<file path="config.mk">
export PLATFORM = sky130hd
export DESIGN_NAME = wb_arbiter_2m
export DESIGN_NICKNAME = d
export VERILOG_FILES = /design/src/rtl/wb_arbiter_2m_pkg.sv /design/src/rtl/wb_arbiter_2m_ctr.sv /design/src/rtl/wb_arbiter_2m.sv
export SDC_FILE = /design/constraint.sdc
export NUM_CORES = 1
export LEC_CHECK = 0
export CAP_MARGIN = 20
export CELL_PAD_IN_SITES_DETAIL_PLACEMENT = 0
export CELL_PAD_IN_SITES_GLOBAL_PLACEMENT = 1
export CORE_ASPECT_RATIO = 0.8
export CORE_UTILIZATION = 18
export CTS_BUF_LIST = sky130_fd_sc_hd__clkbuf_2
export CTS_CLUSTER_SIZE = 10
export DETAILED_ROUTE_END_ITERATION = 7
export GPL_ROUTABILITY_DRIVEN = 0
export PLACE_DENSITY_LB_ADDON = 0.1
export SLEW_MARGIN = 10
export SYNTH_ARGS = -nofsm -noshare
export SYNTH_HDL_FRONTEND = slang
export SYNTH_HIERARCHICAL = 1
export SYNTH_SLANG_ARGS = --single-unit
</file>
<file path="constraint.sdc">
create_clock -name clk -period 4 [get_ports clk]
set_input_delay 0.8 -clock clk [delete_from_list [all_inputs] [get_ports clk]]
set_output_delay 0.8 -clock clk [all_outputs]
set_load 0.1 [all_outputs]
</file>
<file path="src/rtl/wb_arbiter_2m_pkg.sv">
// Shared types and defaults for the two-master Wishbone arbiter.
package wb_arb_pkg;

    localparam int unsigned WB_DW               = 32;
    localparam int unsigned DEF_MAX_OUTSTANDING = 4;
    localparam int unsigned DEF_TIMEOUT         = 255;

    typedef enum logic {
        ST_IDLE = 1'b0,
        ST_BUSY = 1'b1
    } arb_state_e;

    typedef logic mst_idx_t;

    // Single requester wins outright; a tie goes to the master that did not win last.
    function automatic mst_idx_t rr_pick(input logic [1:0] cyc, input mst_idx_t last);
        return (cyc == 2'b11) ? ~last : mst_idx_t'(cyc[1]);
    endfunction

endpackage

</file>
<file path="src/rtl/wb_arbiter_2m_ctr.sv">
// Outstanding-strobe counter with an ack-free timeout watchdog.
module wb_outstanding_ctr
    import wb_arb_pkg::*;
#(
    parameter int unsigned MAX_OUTSTANDING = DEF_MAX_OUTSTANDING,
    parameter int unsigned TIMEOUT         = DEF_TIMEOUT,
    localparam int unsigned CNT_W          = $clog2(MAX_OUTSTANDING + 1),
    localparam int unsigned TMO_W          = $clog2(TIMEOUT + 1)
) (
    input  logic             clk,
    input  logic             rst_n,
    input  logic             accept,
    input  logic             ack,
    input  logic             clear,
    output logic [CNT_W-1:0] count,
    output logic             full,
    output logic             timeout
);

    logic [CNT_W-1:0] cnt_q, cnt_d;
    logic [TMO_W-1:0] tmo_q, tmo_d;

    always_ff @(posedge clk or negedge rst_n) begin
        if (!rst_n) begin
            cnt_q <= '0;
            tmo_q <= '0;
        end else begin
            cnt_q <= cnt_d;
            tmo_q <= tmo_d;
        end
    end

    // A timeout flushes the in-flight count so a dead slave cannot wedge the owner.
    always_comb begin
        cnt_d = cnt_q;
        tmo_d = tmo_q;
        if (clear || timeout) begin
            cnt_d = '0;
            tmo_d = '0;
        end else begin
            if (accept && !ack) begin
                cnt_d = cnt_q + CNT_W'(1);
            end else if (ack && !accept) begin
                cnt_d = cnt_q - CNT_W'(1);
            end
            if (ack || (cnt_q == '0)) begin
                tmo_d = '0;
            end else begin
                tmo_d = tmo_q + TMO_W'(1);
            end
        end
    end

    assign count   = cnt_q;
    assign full    = (cnt_q == CNT_W'(MAX_OUTSTANDING));
    assign timeout = (tmo_q == TMO_W'(TIMEOUT));

endmodule

</file>
<file path="src/rtl/wb_arbiter_2m.sv">
// Two-master round-robin Wishbone arbiter; the owner keeps the bus until it drops cyc.
module wb_arbiter_2m
    import wb_arb_pkg::*;
#(
    parameter int unsigned MAX_OUTSTANDING = DEF_MAX_OUTSTANDING,
    parameter int unsigned TIMEOUT         = DEF_TIMEOUT
) (
    input  logic                  clk,
    input  logic                  resetn,
    input  logic [1:0]            m_wb_cyc,
    input  logic [1:0]            m_wb_stb,
    input  logic [1:0]            m_wb_we,
    input  logic [1:0][WB_DW-1:0] m_wb_addr,
    input  logic [1:0][WB_DW-1:0] m_wb_wdata,
    output logic [1:0]            m_wb_ack,
    output logic [1:0]            m_wb_stall,
    output logic [1:0]            m_wb_err,
    output logic [WB_DW-1:0]      m_wb_rdata,
    output logic                  s_wb_cyc,
    output logic                  s_wb_stb,
    output logic                  s_wb_we,
    output logic [WB_DW-1:0]      s_wb_addr,
    output logic [WB_DW-1:0]      s_wb_wdata,
    input  logic                  s_wb_ack,
    input  logic                  s_wb_stall,
    input  logic [WB_DW-1:0]      s_wb_rdata
);

    localparam int unsigned CNT_W = $clog2(MAX_OUTSTANDING + 1);

    arb_state_e       state_q, state_d;
    mst_idx_t         owner_q, owner_d;
    mst_idx_t         last_q, last_d;
    logic [CNT_W-1:0] ctr_count;
    logic             ctr_full;
    logic             ctr_timeout;
    logic             ctr_clear;
    logic             fwd_ack;
    logic             accept;

    always_ff @(posedge clk or negedge resetn) begin
        if (!resetn) begin
            state_q <= ST_IDLE;
            owner_q <= 1'b0;
            last_q  <= 1'b1;
        end else begin
            state_q <= state_d;
            owner_q <= owner_d;
            last_q  <= last_d;
        end
    end

    // Grant, routing and abort; slave-side controls are only live while the owner holds cyc.
    always_comb begin
        state_d    = state_q;
        owner_d    = owner_q;
        last_d     = last_q;
        s_wb_cyc   = 1'b0;
        s_wb_stb   = 1'b0;
        s_wb_we    = 1'b0;
        s_wb_addr  = '0;
        s_wb_wdata = '0;
        m_wb_stall = 2'b11;
        m_wb_ack   = 2'b00;
        m_wb_err   = 2'b00;
        fwd_ack    = 1'b0;
        ctr_clear  = 1'b0;
        case (state_q)
            ST_IDLE: begin
                if (|m_wb_cyc) begin
                    state_d = ST_BUSY;
                    owner_d = rr_pick(m_wb_cyc, last_q);
                    last_d  = owner_d;
                end
            end
            ST_BUSY: begin
                if (!m_wb_cyc[owner_q]) begin
                    state_d   = ST_IDLE;
                    ctr_clear = 1'b1;
                end else begin
                    s_wb_cyc            = 1'b1;
                    s_wb_stb            = m_wb_stb[owner_q] & ~ctr_full;
                    s_wb_we             = m_wb_we[owner_q];
                    s_wb_addr           = m_wb_addr[owner_q];
                    s_wb_wdata          = m_wb_wdata[owner_q];
                    m_wb_stall[owner_q] = s_wb_stall | ctr_full;
                    fwd_ack             = s_wb_ack & (ctr_count != '0);
                    m_wb_ack[owner_q]   = fwd_ack;
                    m_wb_err[owner_q]   = ctr_timeout;
                end
            end
            default: state_d = ST_IDLE;
        endcase
    end

    assign accept     = s_wb_stb & ~s_wb_stall;
    assign m_wb_rdata = s_wb_rdata;

    wb_outstanding_ctr #(
        .MAX_OUTSTANDING (MAX_OUTSTANDING),
        .TIMEOUT         (TIMEOUT)
    ) u_ctr (
        .clk     (clk),
        .rst_n   (resetn),
        .accept  (accept),
        .ack     (fwd_ack),
        .clear   (ctr_clear),
        .count   (ctr_count),
        .full    (ctr_full),
        .timeout (ctr_timeout)
    );

endmodule

</file>
# Word-level counts from Yosys, hierarchy flattened
# Index checks and enable logic that the tools add are counted.
# word_totals
mem_bits_rw	0
latchBits	0
regBits	14
output_inout_bits	105
memories	0
romBits	0
word_cells	77
inputBits	170
# op_classes
n_bitwise	12
mux	40
add_sub_neg	3
div	0
mul	0
reduce_logical	12
eq_ne	3
shifts	0
order_cmp	2
# op_table
cell	n
$mux W32	8
$mux W1	19
$mux W8	2
$mux W2	6
$mux W3	3
$add A8 B1 Y8 const B	1
$eq A8 B8 Y1 const B	1
$reduce_bool A3 Y1	2
$and A2 B2 Y2	2
$not A1 Y1	4
$add A3 B1 Y3 const B	1
$and A1 B1 Y1	3
$eq A3 B3 Y1 const B	1
$logic_and A1 B1 Y1	3
$logic_not A3 Y1	1
$sub A3 B1 Y3 const B	1
$eq A2 B2 Y1 const B	1
$logic_not A1 Y1	2
$logic_or A1 B1 Y1	2
$lt A1 B2 Y1 const B	1
$not A2 Y2	1
$or A2 B2 Y2	1
$pmux W1 S2	1
$reduce_and A2 Y1	1
4 further kinds	4

# Longest topological paths before layout
# logic_depth
word_depth	11
depth_mapped	9
depth_no_buf	8

# Cells and area by module
# The synthesis kept the hierarchy.
# modules_own_cells
module	n_inst	area_each_um2	seq_area_each_um2	cells_per_inst
wb_arbiter_2m	1	1616.6	76.3	214
wb_outstanding_ctr	1	575.6	275.3	57

# Worst setup path before layout
# No wires, ideal clock.
# synth_path
path_type	reg2out
start	reg u_ctr.tmo_q[0]
end	out m_wb_err[0]
path_stages_with_launch	6
required_ns	3.200
setup_slack_ns	-0.990
n_path_buf	0
arrival_time_ns	4.190
cell_sequence	dfrtp_1 -> ha_1 -> nand3_1 -> nor2_1 -> inv_1 -> nor4b_1
# synth_via
elab_chain_cells	4
# synth_rtl
item	line	text
from (decl)	wb_arbiter_2m_ctr.sv:21	logic [TMO_W-1:0] tmo_q, tmo_d;
from (signal assigned)	wb_arbiter_2m_ctr.sv:29	tmo_q <= tmo_d;
$eq A8 B8 Y1	wb_arbiter_2m_ctr.sv:56	assign timeout = (tmo_q == TMO_W'(TIMEOUT));
net ctr_timeout	wb_arbiter_2m.sv:36	logic ctr_timeout;
$and A2 B2 Y2 (no line)	--	
$mux W2	wb_arbiter_2m.sv:77	if (!m_wb_cyc[owner_q]) begin
$mux W2	wb_arbiter_2m.sv:68	case (state_q)
to (decl)	wb_arbiter_2m.sv:17	output logic [1:0] m_wb_err,
# The timed path passes the listed nets, and every way through them passes these cells.

# Worst setup path in the final report
# layout_path
start	in m_wb_cyc[0]
end	out s_wb_wdata[19]
# layout_via
elab_chain_cells	4
# layout_rtl
item	line	text
from (decl)	wb_arbiter_2m.sv:10	input logic [1:0] m_wb_cyc,
$mux W1 (not written as such) (2 in a row)	wb_arbiter_2m.sv:77	
$mux W32	wb_arbiter_2m.sv:77	
$mux W32	wb_arbiter_2m.sv:68	
to (decl)	wb_arbiter_2m.sv:23	output logic [WB_DW-1:0] s_wb_wdata,
# Every way passes these cells. The select of a mux whose other input is x is not followed.

==> impl_results.md <==
- Outcome: finished, violations left
- Failing checks: DRC
- WL/cell: ~18 um
- Buf/Inv on CP: 3
- Arr. time, crit path: between 2 and 2.5 ns
- # IOs: 275
- Vias: approximately 2600
- Crit-path max FO: 69
- Synth top area share: a little under a third
- Multi-input gate area in the final layout: ~1500 um^2
- Max Slew Vio Count: 0
- Simple-Gate Fraction of Synth Area: roughly 28%
- DR vias/cell: ~4.5
- RSZ-0062 raised after global routing: no
- DRT iter0 DRCs: between 100 and 150
- Endpoints failing setup: 0
- Setup TNS: 0 ns
- Post-synth cell types: 38
- Synth area leaders: mux2i_1 (30%), dfrtp_1 (15%), nor3_1 (14%)
- Initial antenna violation count: 0
- Gr usage total: between 10 and 15%
- Startpoint types: input port
- Synth Register Bits: 14
- Asr flop ratio synth: 100%
- Max_cap viols: 0
- DP Area: roughly 4800 um^2
- DRT Wirelength: ~10000 um
- XOR/XNOR Fraction of Synth Area: 1.20%
- Register area share after synthesis: about 16%
- Worst Skew: roughly 0.01 ns
- Design area: around 4800 um^2
- Post-CTS Setup Inserts: 0
- Max Clk Rate: a little over 300 MHz
- Crit path required time: approximately 3.2 ns
- I/O Buffers: between 200 and 250
- Post-synth top cells: mux2i_1 (66), nor3_1 (63), buf_4 (33)
- Pwr/cell area: 599 nW/um^2
- Main combinational cell family by area after synthesis: multiplexers
- Post-detail-place hpwl: between 8000 and 9000 um
- Max stage delay on crit path: approximately 0.65 ns
- Core area: between 10000 and 15000 um^2
- Hold_sp: last_q
- Final Hold Viols: 0
- Fillers: 1130
- CP top delay family: buffers and inverters
- Root Buffer: clkbuf_2
- Setup CP Type: in -> out
- Mux contribution to synthesized area: a little over 30%
- H-tree levels: 1
- TritonCTS buffer count: 3
- Mapped Cells: approximately 270
- Synth Area in Compound Gates: under 10%
- Ys Warns: 6
- Slew headroom: around 33%
- Drt drc: 18
- Most common cell in the synthesized netlist: mux2i_1
- Main flop type after synthesis: dfrtp_1
- Layout area overhead: 121%
- Vias in the first global route: 2549
- Initial DRT Pass Iterations: 8
- Ant. Diodes: 0
- Largest net degree at the start of global routing: 70
- Reg clk slew, reported paths: roughly 0.15 ns
- CTS tree: yes
- FF+latch area: ~360 um^2
- CP startpoint: m_wb_cyc[0]
- Syn_nets: around 440
- Cell mode on critical path: buf_12
- Grt total ovfl: 0
- EDFF count, synth: 0
- Die Ht: approximately 100 um
- Adder-Cell Fraction of Synth Area: approximately 1.5%
- R2r setup slk: roughly 1.2 ns
- Die X-Extent: around 130 um
- Antenna viol nets, final: 0
- Initial core utilization: 18.7%
- Endpoint class of the critical path: primary output
- Worst path slowest cell: clkdlybuf4s50_1
- Maximum vdd drop: ~0.25 mV
- FF-to-FF Start: state_q
- Clk_lat worst skew: about 0.29 ns
- Hold Path Class: reg -> reg
- Nets: ~600
- First-pass GRT wire length: ~14000 um
- Crit-path cells: clkdlybuf4s50_1 -> mux2i_4 -> buf_12 -> nor3_1 -> buf_12
- Final min period: 3.25 ns
- Clk sinks: 14
- Synth area leader: mux2i_1
- Share of cells above drive strength 1: 22.2%
- Resize count post-CTS: 0
- Num rows: 35
- P_leak: 1.93 nW
- Cell Area, Synth: around 2200 um^2
- Tightest Pin Transition: about 1.0 ns
- Hold-fix buffers at CTS: 0
- Post-Syn Area per Cell: between 8 and 9 um^2
- DIE AREA: 12600 um^2
- Total Power: roughly 2.9 mW
- Clk buf depth: 2
- Tcrit/Tclk final: about four fifths
worst register-to-register path: cells and delay by family, from the launching register on:
| kind | cells | cell delay, ns |
|---|---|---|
| compound gates | 1 | 0.10 |
| flops | 1 | 0.51 |
| buf+inv | 1 | 0.76 |
| simple gates | 4 | 0.92 |
| fa+ha+maj | 1 | 0.40 |
cell type report:
type,count,share of cell area [%]
clock buffer,4,0.413
inverter,4,0.310
multi-input combinational,197,30.5
sequential,14,7.33
tap,148,3.82
timing repair buffer,213,57.6
final timing paths:
check                                 end  cells after the start
min                                last_q                      1
max                        s_wb_wdata[19]                      5
min in group asynchronous  u_ctr/tmo_q[3]                      1
max in group asynchronous         owner_q                      1
min reg2reg                        last_q                      1
max reg2reg                u_ctr/count[2]                      7
power by group:
part,leakage (nW),switching [mW],internal [mW],total [mW]
Sequential,0.183,0.0546,0.179,0.234
Combinational,1.73,1.66,0.939,2.59
Clock,0.0166,0.0500,0.0265,0.0765
metal layers:
metal | wire (um) | share of wire [%] | up-vias | global-route usage [%]
li1 | - | - | 1278 | -
met1 | 3600 | 35 | 1175 | 15.7
met2 | 5600 | 55 | 126 | 28.9
met3 | 782 | 7.7 | 20 | 3.56
met4 | 213 | 2.1 | 0 | 4.41
met5 | 0 | 0 | - | 0
layout by cell type, fill, tap and decap left out, types with 4 or more instances in the layout:
cell             instances
clkdlybuf4s50_1        137
buf_12                  68
mux2i_1                 66
nor3_1                  63
dfrtp_1                 12
nor2_1                  10
nor3_2                   8
buf_4                    8
nor3b_1                  5
a21oi_1                  4
or3_1                    4
clkbuf_2                 4
o21ai_0                  4
cells by family (layout without fill, tap and decap cells):
| kind of cell | after synthesis | in the layout |
|---|---|---|
| simple gates | 108 | 108 |
| flops | 14 | 14 |
| compound gates | 17 | 17 |
| mux | 67 | 67 |
| fa+ha+maj | 2 | 2 |
| xor+xnor | 3 | 3 |
| buf+inv | 60 | 221 |
metrics by stage:
step	setup slack, ns	utilization, %	cells	hold slack [ns]
after floorplan	0.0440	-	271	0.482
after global placement	0.702	41.3	576	0.505
after detailed placement	0.594	41.3	576	0.505
after CTS	0.777	41.5	580	0.529
after global routing	0.634	41.5	580	0.545
final	0.746	41.5	580	0.526
state kept, by name, indices dropped and copies added (netlist names):
signal	cells
owner_q	1
state_q	1
last_q	1
u_ctr/count	3
u_ctr/tmo_q	8
No activity file was read; power rests on OpenSTA's default activity.
